--- config.mk ---
export PLATFORM = sky130hd
export DESIGN_NAME = alu_arbiter
export DESIGN_NICKNAME = d
export VERILOG_FILES = /design/src/rtl/alu_arbiter.sv
export SDC_FILE = /design/constraint.sdc
export NUM_CORES = 1
export LEC_CHECK = 0
export CAP_MARGIN = 20
export CORE_ASPECT_RATIO = 0.7
export CORE_MARGIN = 4
export CORE_UTILIZATION = 28
export CTS_BUF_LIST = sky130_fd_sc_hd__clkbuf_8 sky130_fd_sc_hd__clkbuf_16
export DETAILED_ROUTE_END_ITERATION = 8
export GPL_TIMING_DRIVEN = 0
export PLACE_DENSITY_LB_ADDON = 0.25
export REMOVE_ABC_BUFFERS = 1
export SYNTH_ARGS = -nofsm -noshare
export SYNTH_HDL_FRONTEND = slang
export SYNTH_SLANG_ARGS = --single-unit
--- constraint.sdc ---
create_clock -name clk -period 2 [get_ports clk]
set_input_delay 0.4 -clock clk [delete_from_list [all_inputs] [get_ports clk]]
set_output_delay 0.4 -clock clk [all_outputs]
set_load 0.05 [all_outputs]
--- src/rtl/alu_arbiter.sv ---
// rtl/alu_arbiter.sv - two-requester arbiter in front of one shared combinational ALU
//
// Purpose:
//   Two clients share a single 32-bit combinational ALU. Each client issues
//   one operation per valid/ready handshake. The arbiter picks a winner and
//   steers the winner's ctrl/operands onto the ALU. On accept it captures the
//   ALU result and zero flag into a one-entry response buffer. The buffered
//   value is then returned to the issuing client over its valid/ready
//   response channel.
//
// Parameters:
//   PRIO_FIXED    0 = round-robin on ties, 1 = requester 0 always wins ties
//
// Ports:
//   clk, rst_n                      clock, asynchronous active-low reset
//   reqN_valid/ready                request handshake for requester N
//   reqN_ctrl, reqN_a, reqN_b       ALU control code and operands from N
//   rspN_valid/ready                response handshake towards requester N
//   rsp_result, rsp_zero            buffered response, shared by both channels
//   alu_ctrl, alu_srcA, alu_srcB    drive to the shared ALU
//   alu_result, alu_zero            combinational return from the shared ALU

module alu_arbiter #(
  parameter bit PRIO_FIXED = 1'b0
) (
  input  logic        clk,
  input  logic        rst_n,

  input  logic        req0_valid,
  output logic        req0_ready,
  input  logic [3:0]  req0_ctrl,
  input  logic [31:0] req0_a,
  input  logic [31:0] req0_b,

  input  logic        req1_valid,
  output logic        req1_ready,
  input  logic [3:0]  req1_ctrl,
  input  logic [31:0] req1_a,
  input  logic [31:0] req1_b,

  output logic        rsp0_valid,
  input  logic        rsp0_ready,
  output logic        rsp1_valid,
  input  logic        rsp1_ready,
  output logic [31:0] rsp_result,
  output logic        rsp_zero,

  output logic [3:0]  alu_ctrl,
  output logic [31:0] alu_srcA,
  output logic [31:0] alu_srcB,
  input  logic [31:0] alu_result,
  input  logic        alu_zero
);

  // Response buffer and arbitration history
  logic        buf_valid;
  logic        buf_owner;
  logic [31:0] buf_result;
  logic        buf_zero;
  logic        last_grant;

  logic        drain;
  logic        free;
  logic        grant_any;
  logic        grant_id;
  logic        accept;

  assign rsp0_valid = buf_valid & ~buf_owner;
  assign rsp1_valid = buf_valid &  buf_owner;
  assign rsp_result = buf_result;
  assign rsp_zero   = buf_zero;

  // The buffer can take a new result when empty, or when its current
  // content is being consumed on this very edge.
  assign drain = (rsp0_valid & rsp0_ready) | (rsp1_valid & rsp1_ready);
  assign free  = ~buf_valid | drain;

  // Winner selection. Depends only on the request valids and last_grant, so
  // the ALU drive below never sees rspN_ready combinationally.
  always_comb begin
    grant_any = req0_valid | req1_valid;
    grant_id  = 1'b0;
    if (req0_valid && req1_valid) begin
      grant_id = PRIO_FIXED ? 1'b0 : ~last_grant;
    end else if (req1_valid) begin
      grant_id = 1'b1;
    end
  end

  // rst_n gates the combinational outputs so nothing is accepted and the
  // ALU is driven idle for the whole time reset is held.
  assign req0_ready = rst_n & free & grant_any & ~grant_id & req0_valid;
  assign req1_ready = rst_n & free & grant_any &  grant_id & req1_valid;
  assign accept     = req0_ready | req1_ready;

  always_comb begin
    alu_ctrl = 4'b0000;
    alu_srcA = 32'd0;
    alu_srcB = 32'd0;
    if (rst_n && grant_any) begin
      if (grant_id) begin
        alu_ctrl = req1_ctrl;
        alu_srcA = req1_a;
        alu_srcB = req1_b;
      end else begin
        alu_ctrl = req0_ctrl;
        alu_srcA = req0_a;
        alu_srcB = req0_b;
      end
    end
  end

  // last_grant moves only on a real accept; a grant stalled by a full
  // buffer does not count as a turn taken.
  always_ff @(posedge clk or negedge rst_n) begin
    if (!rst_n) begin
      buf_valid  <= 1'b0;
      buf_owner  <= 1'b0;
      buf_result <= 32'd0;
      buf_zero   <= 1'b0;
      last_grant <= 1'b1;
    end else if (accept) begin
      buf_valid  <= 1'b1;
      buf_owner  <= grant_id;
      buf_result <= alu_result;
      buf_zero   <= alu_zero;
      last_grant <= grant_id;
    end else if (drain) begin
      buf_valid  <= 1'b0;
    end
  end

endmodule

==> results.sh, run 1 <==
export IMPL_final_setup_viol_count=67
export IMPL_maxSlewHeadroom_pct=64.42
export IMPL_antenna_diode_count=0
export IMPL_vias=3448
export IMPL_yosysWarnings=0
export IMPL_critPathMaxFanout=6
export IMPL_yosysTopAreaCell="dfrtp_1"
export IMPL_worstSetupStartpointType="register"
export IMPL_grt_setup_unrepaired="yes"
export IMPL_overflow=0
export IMPL_clkTransAtPathRegs_ns=0.05
export IMPL_yosysMostFrequentCell="nand2_1"
export IMPL_io_buffers=279
export IMPL_fin_worst_skew_ns=0.004331
export IMPL_async_flop_share_pct=100.0
export IMPL_max_freq_ghz=0.4615
export IMPL_post_place_ws_ns=-1.539
export IMPL_gp_congestion=0.7707
export IMPL_die_y_um=87.51
export IMPL_seq_area_frac_synth_pct=35.68
export IMPL_cap_violations=0
export IMPL_synth_distinct_cells=23
export IMPL_vias_per_cell=4.710
export IMPL_ys_ff_latch=36
export IMPL_htree_levels=2
export IMPL_netlist_top_cells_count="nand2_1, a21oi_1, dfrtp_1"
export IMPL_drt_initial_drc_count=136
export IMPL_hpwl_um=9830
export IMPL_first_pass_iters=4
export IMPL_wl_per_cell_um=19.09
export IMPL_finalCritPeriodShare_pct=108.3
export IMPL_worst_slack_ns=-0.1667
export IMPL_cts_root_buf="clkbuf_16"
export IMPL_die_area_um2=10640
export IMPL_hold_class="in -> async"
export IMPL_tritoncts_num_buffers=5
export IMPL_syn_inst=318
export IMPL_tightestPinTransition_ns=0.5321
export IMPL_drive_above_1_share_pct=36.11
export IMPL_cts_tree="built"
export IMPL_area_growth_pct=147.6
export IMPL_stdcell_count=732
export IMPL_grt_use_total_pct=21.93
export IMPL_ir_worst_vdd_v=0.0007082
export IMPL_min_period_ns=2.167
export IMPL_synth_edff_count=0
export IMPL_grt_pass1_vias=3368
export IMPL_cp_required_ns=1.60
export IMPL_maxSlewViolCount=0
export IMPL_grt_pass1_wl_um=18110
export IMPL_synth_top_flop_cell="dfrtp_1"
export IMPL_powerDensity_nw_per_um2=798.7
export IMPL_outcome="complete, but fails checks"
export IMPL_clock_latency_ns=0.28
export IMPL_start_util_pct=29.34
export IMPL_syn_area_um2=2529
export IMPL_worst_setup_path_type="reg -> out"
export IMPL_syn_avg_cell_area_um2=7.952
export IMPL_violations="setup timing"
export IMPL_synth_top_cell_area_share_pct=34.64
export IMPL_post_route_drc_count=0
export IMPL_die_w_um=121.6
export IMPL_core_um2=8618
export IMPL_io_pins=280
export IMPL_cts_sinks=36
export IMPL_place_inst=698
export IMPL_ant_nets=0
export IMPL_synthTopCellsByArea="dfrtp_1, nand2_1, mux2_4, a21oi_1, clkbuf_1"
export IMPL_grt_antenna_before_repair=0
export IMPL_fin_nets=786
export IMPL_hold_violations=0
export IMPL_rows=28
export IMPL_grt_max_degree=40
export IMPL_leakagePower_nw=2.707
export IMPL_wirelength_um=13970
export IMPL_finalPower_mw=5.001
export IMPL_endpoint_kind="primary output"
export IMPL_worstPathArrival_ns=1.77
export IMPL_clockBufferDepth=2
-- per-stage QoR --
step / utilization [%] / cell area, µm² / hold slack, ns / TNS, ns
floorplan: - / 2381 / 0.1044 / -110.98
global placement: 61.77 / 5324 / 0.4909 / -376.01
detailed placement: 63.63 / 5484 / 0.4912 / -117.79
CTS: 66.49 / 5731 / 0.0007639 / -6.832
global route: 72.65 / 6261 / 0.05123 / -10.34
finish: 72.65 / 6261 / 0.06296 / -5.541
-- layer usage --
| layer | wire, µm | global-route usage (%) | vias up |
|---|---|---|---|
| met5 | 0 | 0 | - |
| met4 | 238 | 4.069 | 0 |
| met3 | 912 | 7.597 | 24 |
| met2 | 7446 | 41.55 | 120 |
| met1 | 5377 | 24.05 | 1659 |
| li1 | - | - | 1645 |
-- area by class of cell --
class | count | area (µm²)
sequential | 36 | 902.1
multi-input combinational | 259 | 1821
tap | 120 | 150.1
fill | 637 | 2357
timing repair buffer | 308 | 3248
inverter | 1 | 3.754
clock buffer | 5 | 125.1
clock inverter | 3 | 11.26
-- where the power goes --
part | switching, mW | internal (mW) | total [mW] | leakage [nW]
clock | 0.268 | 0.447 | 0.715 | 0.0776
combinational | 1.83 | 1.40 | 3.24 | 2.21
sequential | 0.129 | 0.921 | 1.05 | 0.419
-- kinds of logic (layout without fill, tap and decap cells) --
group | count (synthesis) | count (layout) | share of synthesized area (%)
and+or+nand+nor | 146 | 146 | 22.41
AOI/OAI and AO/OA | 76 | 79 | 16.23
muxes | 34 | 34 | 19.69
DFF | 36 | 36 | 35.68
buffers and inverters | 26 | 317 | 5.987
-- registers in the layout (all words and copies together), names as in the netlist --
name and flops:
rsp_zero 1, rsp_result 32, last_grant 1, buf_valid 1, buf_owner 1
-- final timing paths --
path / start / to / slack, ns / cells after the start
worst min-delay path: rst_n / last_grant / 0.06 / 1
min in group clk: rst_n / last_grant / 0.39 / 3
max in group asynchronous: rst_n / rsp_result[11] / 1.75 / 2
worst max register to register: buf_owner / rsp_result[3] / 0.39 / 4
worst max-delay path: last_grant / alu_srcB[29] / -0.17 / 6
worst min register to register: rsp_result[7] / rsp_result[7] / 0.50 / 1
-- worst max-delay path: stages (launching register included) --
cell and delay, ns:
dfstp_2 0.59, a21bo_4 0.22, buf_4 0.14, clkbuf_16 0.13, nand2_1 0.08, a21oi_2 0.16
buf_6 0.18
-- timing repair --
action / in CTS / in global routing
pin swaps: 8 / 41
gates cloned: 3 / 7
hold buffers: 0 / 1
setup endpoints to repair: 105 / 68
buffers inserted: 11 / 6
gates resized for setup: 474 / 105
hold endpoints to repair: 0 / 35
-- layout by cell type (no fill, tap or decap) --
master,netlist,layout
a21bo_2,1,1
a21bo_4,0,3
a21boi_4,0,1
a21oi_1,69,22
a21oi_2,0,44
a21oi_4,1,4
and2_2,2,1
and2_4,0,1
and2b_2,1,1
buf_12,3,5
buf_16,0,4
buf_2,4,2
buf_4,0,31
buf_6,0,54
buf_8,0,2
clkbuf_16,0,9
clkdlybuf4s50_1,0,202
dfrtp_1,35,35
dfstp_2,1,1
dlygate4sd2_1,0,4
inv_1,1,4
mux2_2,3,3
mux2_4,30,30
mux2i_4,0,1
nand2_1,139,118
nand2_2,0,18
nand2_4,0,3
nand3_1,1,1
nor2b_1,1,1
nor3_1,2,1
nor3_2,0,1
o21ai_0,1,1
o21ai_4,0,1
o22ai_1,1,1
o31ai_1,1,1
Note: power is estimated with default switching activity, not from simulation.
==> run 2, diff against run 1 <==
--- a/config.mk
+++ b/config.mk
@@ -12,6 +12,7 @@
 export CTS_BUF_LIST = sky130_fd_sc_hd__clkbuf_8 sky130_fd_sc_hd__clkbuf_16
 export DETAILED_ROUTE_END_ITERATION = 8
 export GPL_TIMING_DRIVEN = 0
+export MAX_ROUTING_LAYER = met4
 export PLACE_DENSITY_LB_ADDON = 0.25
 export REMOVE_ABC_BUFFERS = 1
 export SYNTH_ARGS = -nofsm -noshare
==> run 2 against run 1 <==
The flow still finishes with violations (setup timing). Largest cell class unchanged. Via count rose by 3.2%. Sequential share of layout area fell by 0.35 points. Critical path type unchanged. Design area rose by 2.5%. Largest power group unchanged.
==> results.sh, run 2 (same netlist as run 1, synthesis figures left out) <==
export IMPL_crit_path_max_incr_delay_ns=0.59
export IMPL_htree_levels=2
export IMPL_ir_worst_vdd_v=0.0007128
export IMPL_violations="setup timing"
export IMPL_cp_required_ns=1.60
export IMPL_worst_slack_ns=-0.1551
export IMPL_grt_antenna_before_repair=0
export IMPL_worst_path_buf_inv=3
export IMPL_reg2reg_from="buf_owner"
export IMPL_rr_worst_depth=4
export IMPL_critPathTopFamily="flip-flops"
export IMPL_powerDensity_nw_per_um2=792.7
export IMPL_maxSlewViolCount=0
export IMPL_io_pins=280
export IMPL_leakagePower_nw=2.759
export IMPL_cts_root_buf="clkbuf_16"
export IMPL_overflow=0
export IMPL_ant_nets=0
export IMPL_grt_max_degree=40
export IMPL_first_pass_iters=4
export IMPL_io_buffers=279
export IMPL_worstPathArrival_ns=1.76
export IMPL_post_route_drc_count=0
export IMPL_max_freq_ghz=0.4640
export IMPL_setup_tns_ns=-5.101
export IMPL_tritoncts_num_buffers=5
export IMPL_finalPower_mw=5.085
export IMPL_outcome="complete, but fails checks"
export IMPL_worstPathCellList="a21bo_4 > buf_12 > clkbuf_16 > nand2_1 > a21oi_2 > buf_6"
export IMPL_final_setup_viol_count=63
export IMPL_hpwl_um=9830
export IMPL_vias_per_cell=4.853
export IMPL_drt_initial_drc_count=110
export IMPL_maxSlewHeadroom_pct=64.20
export IMPL_cpMaxStageDelayCell="dfstp_2"
export IMPL_utilization_pct=74.43
export IMPL_seqPwrFrac_pct=20.7
export IMPL_finalCritPeriodShare_pct=107.8
export IMPL_hold_class="in -> async"
export IMPL_wl_per_cell_um=20.08
export IMPL_clock_latency_ns=0.28
export IMPL_cts_sinks=36
export IMPL_power_internal_mw=2.813
export IMPL_start_util_pct=29.34
export IMPL_r2r_setup_slack_ns=0.38
export IMPL_power_frac_clock_pct=14.0
export IMPL_rows=28
export IMPL_most_common_layout_cells="clkdlybuf4s50_1, nand2_1, buf_6, a21oi_2, dfrtp_1"
export IMPL_grt_pass1_vias=3365
export IMPL_die_area_um2=10640
export IMPL_power_share_combinational_pct=65.3
export IMPL_stdcell_count=733
export IMPL_grt_pass1_wl_um=18130
export IMPL_fin_nets=787
export IMPL_r2r_end="rsp_result[5]"
export IMPL_area_growth_pct=153.7
export IMPL_die_y_um=87.51
export IMPL_endpoint_kind="primary output"
export IMPL_clkTransAtPathRegs_ns=0.05
export IMPL_place_inst=698
export IMPL_antenna_diode_count=0
export IMPL_final_common_cell="clkdlybuf4s50_1"
export IMPL_critPathMaxFanout=6
export IMPL_clockBufferDepth=2
export IMPL_die_w_um=121.6
export IMPL_hold_violations=0
export IMPL_worst_setup_path_type="reg -> out"
export IMPL_fin_worst_skew_ns=0.004252
export IMPL_grt_use_total_pct=22.67
export IMPL_tightestPinTransition_ns=0.5353
export IMPL_gp_congestion=0.7811
export IMPL_grt_setup_unrepaired="yes"
export IMPL_min_period_ns=2.155
export IMPL_worstSetupStartpointType="register"
export IMPL_cap_violations=0
export IMPL_switching_share_pct=44.69
export IMPL_largest_reg_flops=32
export IMPL_wirelength_um=14720
export IMPL_core_um2=8618
export IMPL_switchingPower_mw=2.273
export IMPL_cts_tree="built"
export IMPL_drive_above_1_share_pct=39.15
export IMPL_vias=3557
==> run 2: final cells by class <==
type	instances	area (µm²)
fillers	617	2203
inverters	1	3.754
repair buffers	309	3324
clock buffers	5	125.1
clock inverters	3	11.26
flip-flops and latches	36	902.1
multi-input cells	259	1898
well taps	120	150.1
==> run 2: repair_timing <==
item | CTS | global route
resized for setup | 474 | 134
setup endpoints to repair | 105 | 68
cloned | 3 | 9
buffers inserted | 11 | 5
hold endpoints to repair | 0 | 35
pin swaps | 8 | 50
hold buffers | 0 | 1
==> run 2: power groups by stage <==
stage          logic, mW  clock network (mW)  registers [mW]
5_1_grt             3.44               0.772            1.08
3_5_place_dp        2.85                   0            1.05
2_1_floorplan       1.10                   0            1.63
3_3_place_gp        2.78                   0            1.03
4_1_cts             3.00               0.735            1.05
6_report            3.32               0.713            1.05
==> run 2: how the worst max path moves through the flow <==
stage,start,endpoint,slack [ns],depth (start not counted)
global placement,rst_n,rsp_result[4],-3.80,4
CTS,last_grant,alu_srcB[14],-0.14,5
global route,last_grant,alu_srcA[28],-0.23,6
floorplan,last_grant,alu_ctrl[0],-1.13,3
detailed placement,req0_valid,alu_srcA[28],-1.54,6
finish,last_grant,alu_srcB[11],-0.16,6
==> run 2: per-stage QoR <==
step,setup WS [ns],hold WS (ns),cell area [µm²]
floorplan,-1.134,0.1044,2381
global placement,-3.804,0.4909,5324
detailed placement,-1.539,0.4912,5484
CTS,-0.1433,0.0007639,5731
global route,-0.2335,0.05638,6415
finish,-0.1551,0.06527,6415
==> run 2: layer usage <==
layer  track usage [%]  up-vias  part of all wire (%)
li1                  -     1647                     -
met5                 -        -                     0
met4             4.069        0                   2.1
met2             41.65      153                    54
met1             24.57     1729                    38
met3             6.818       28                   6.8
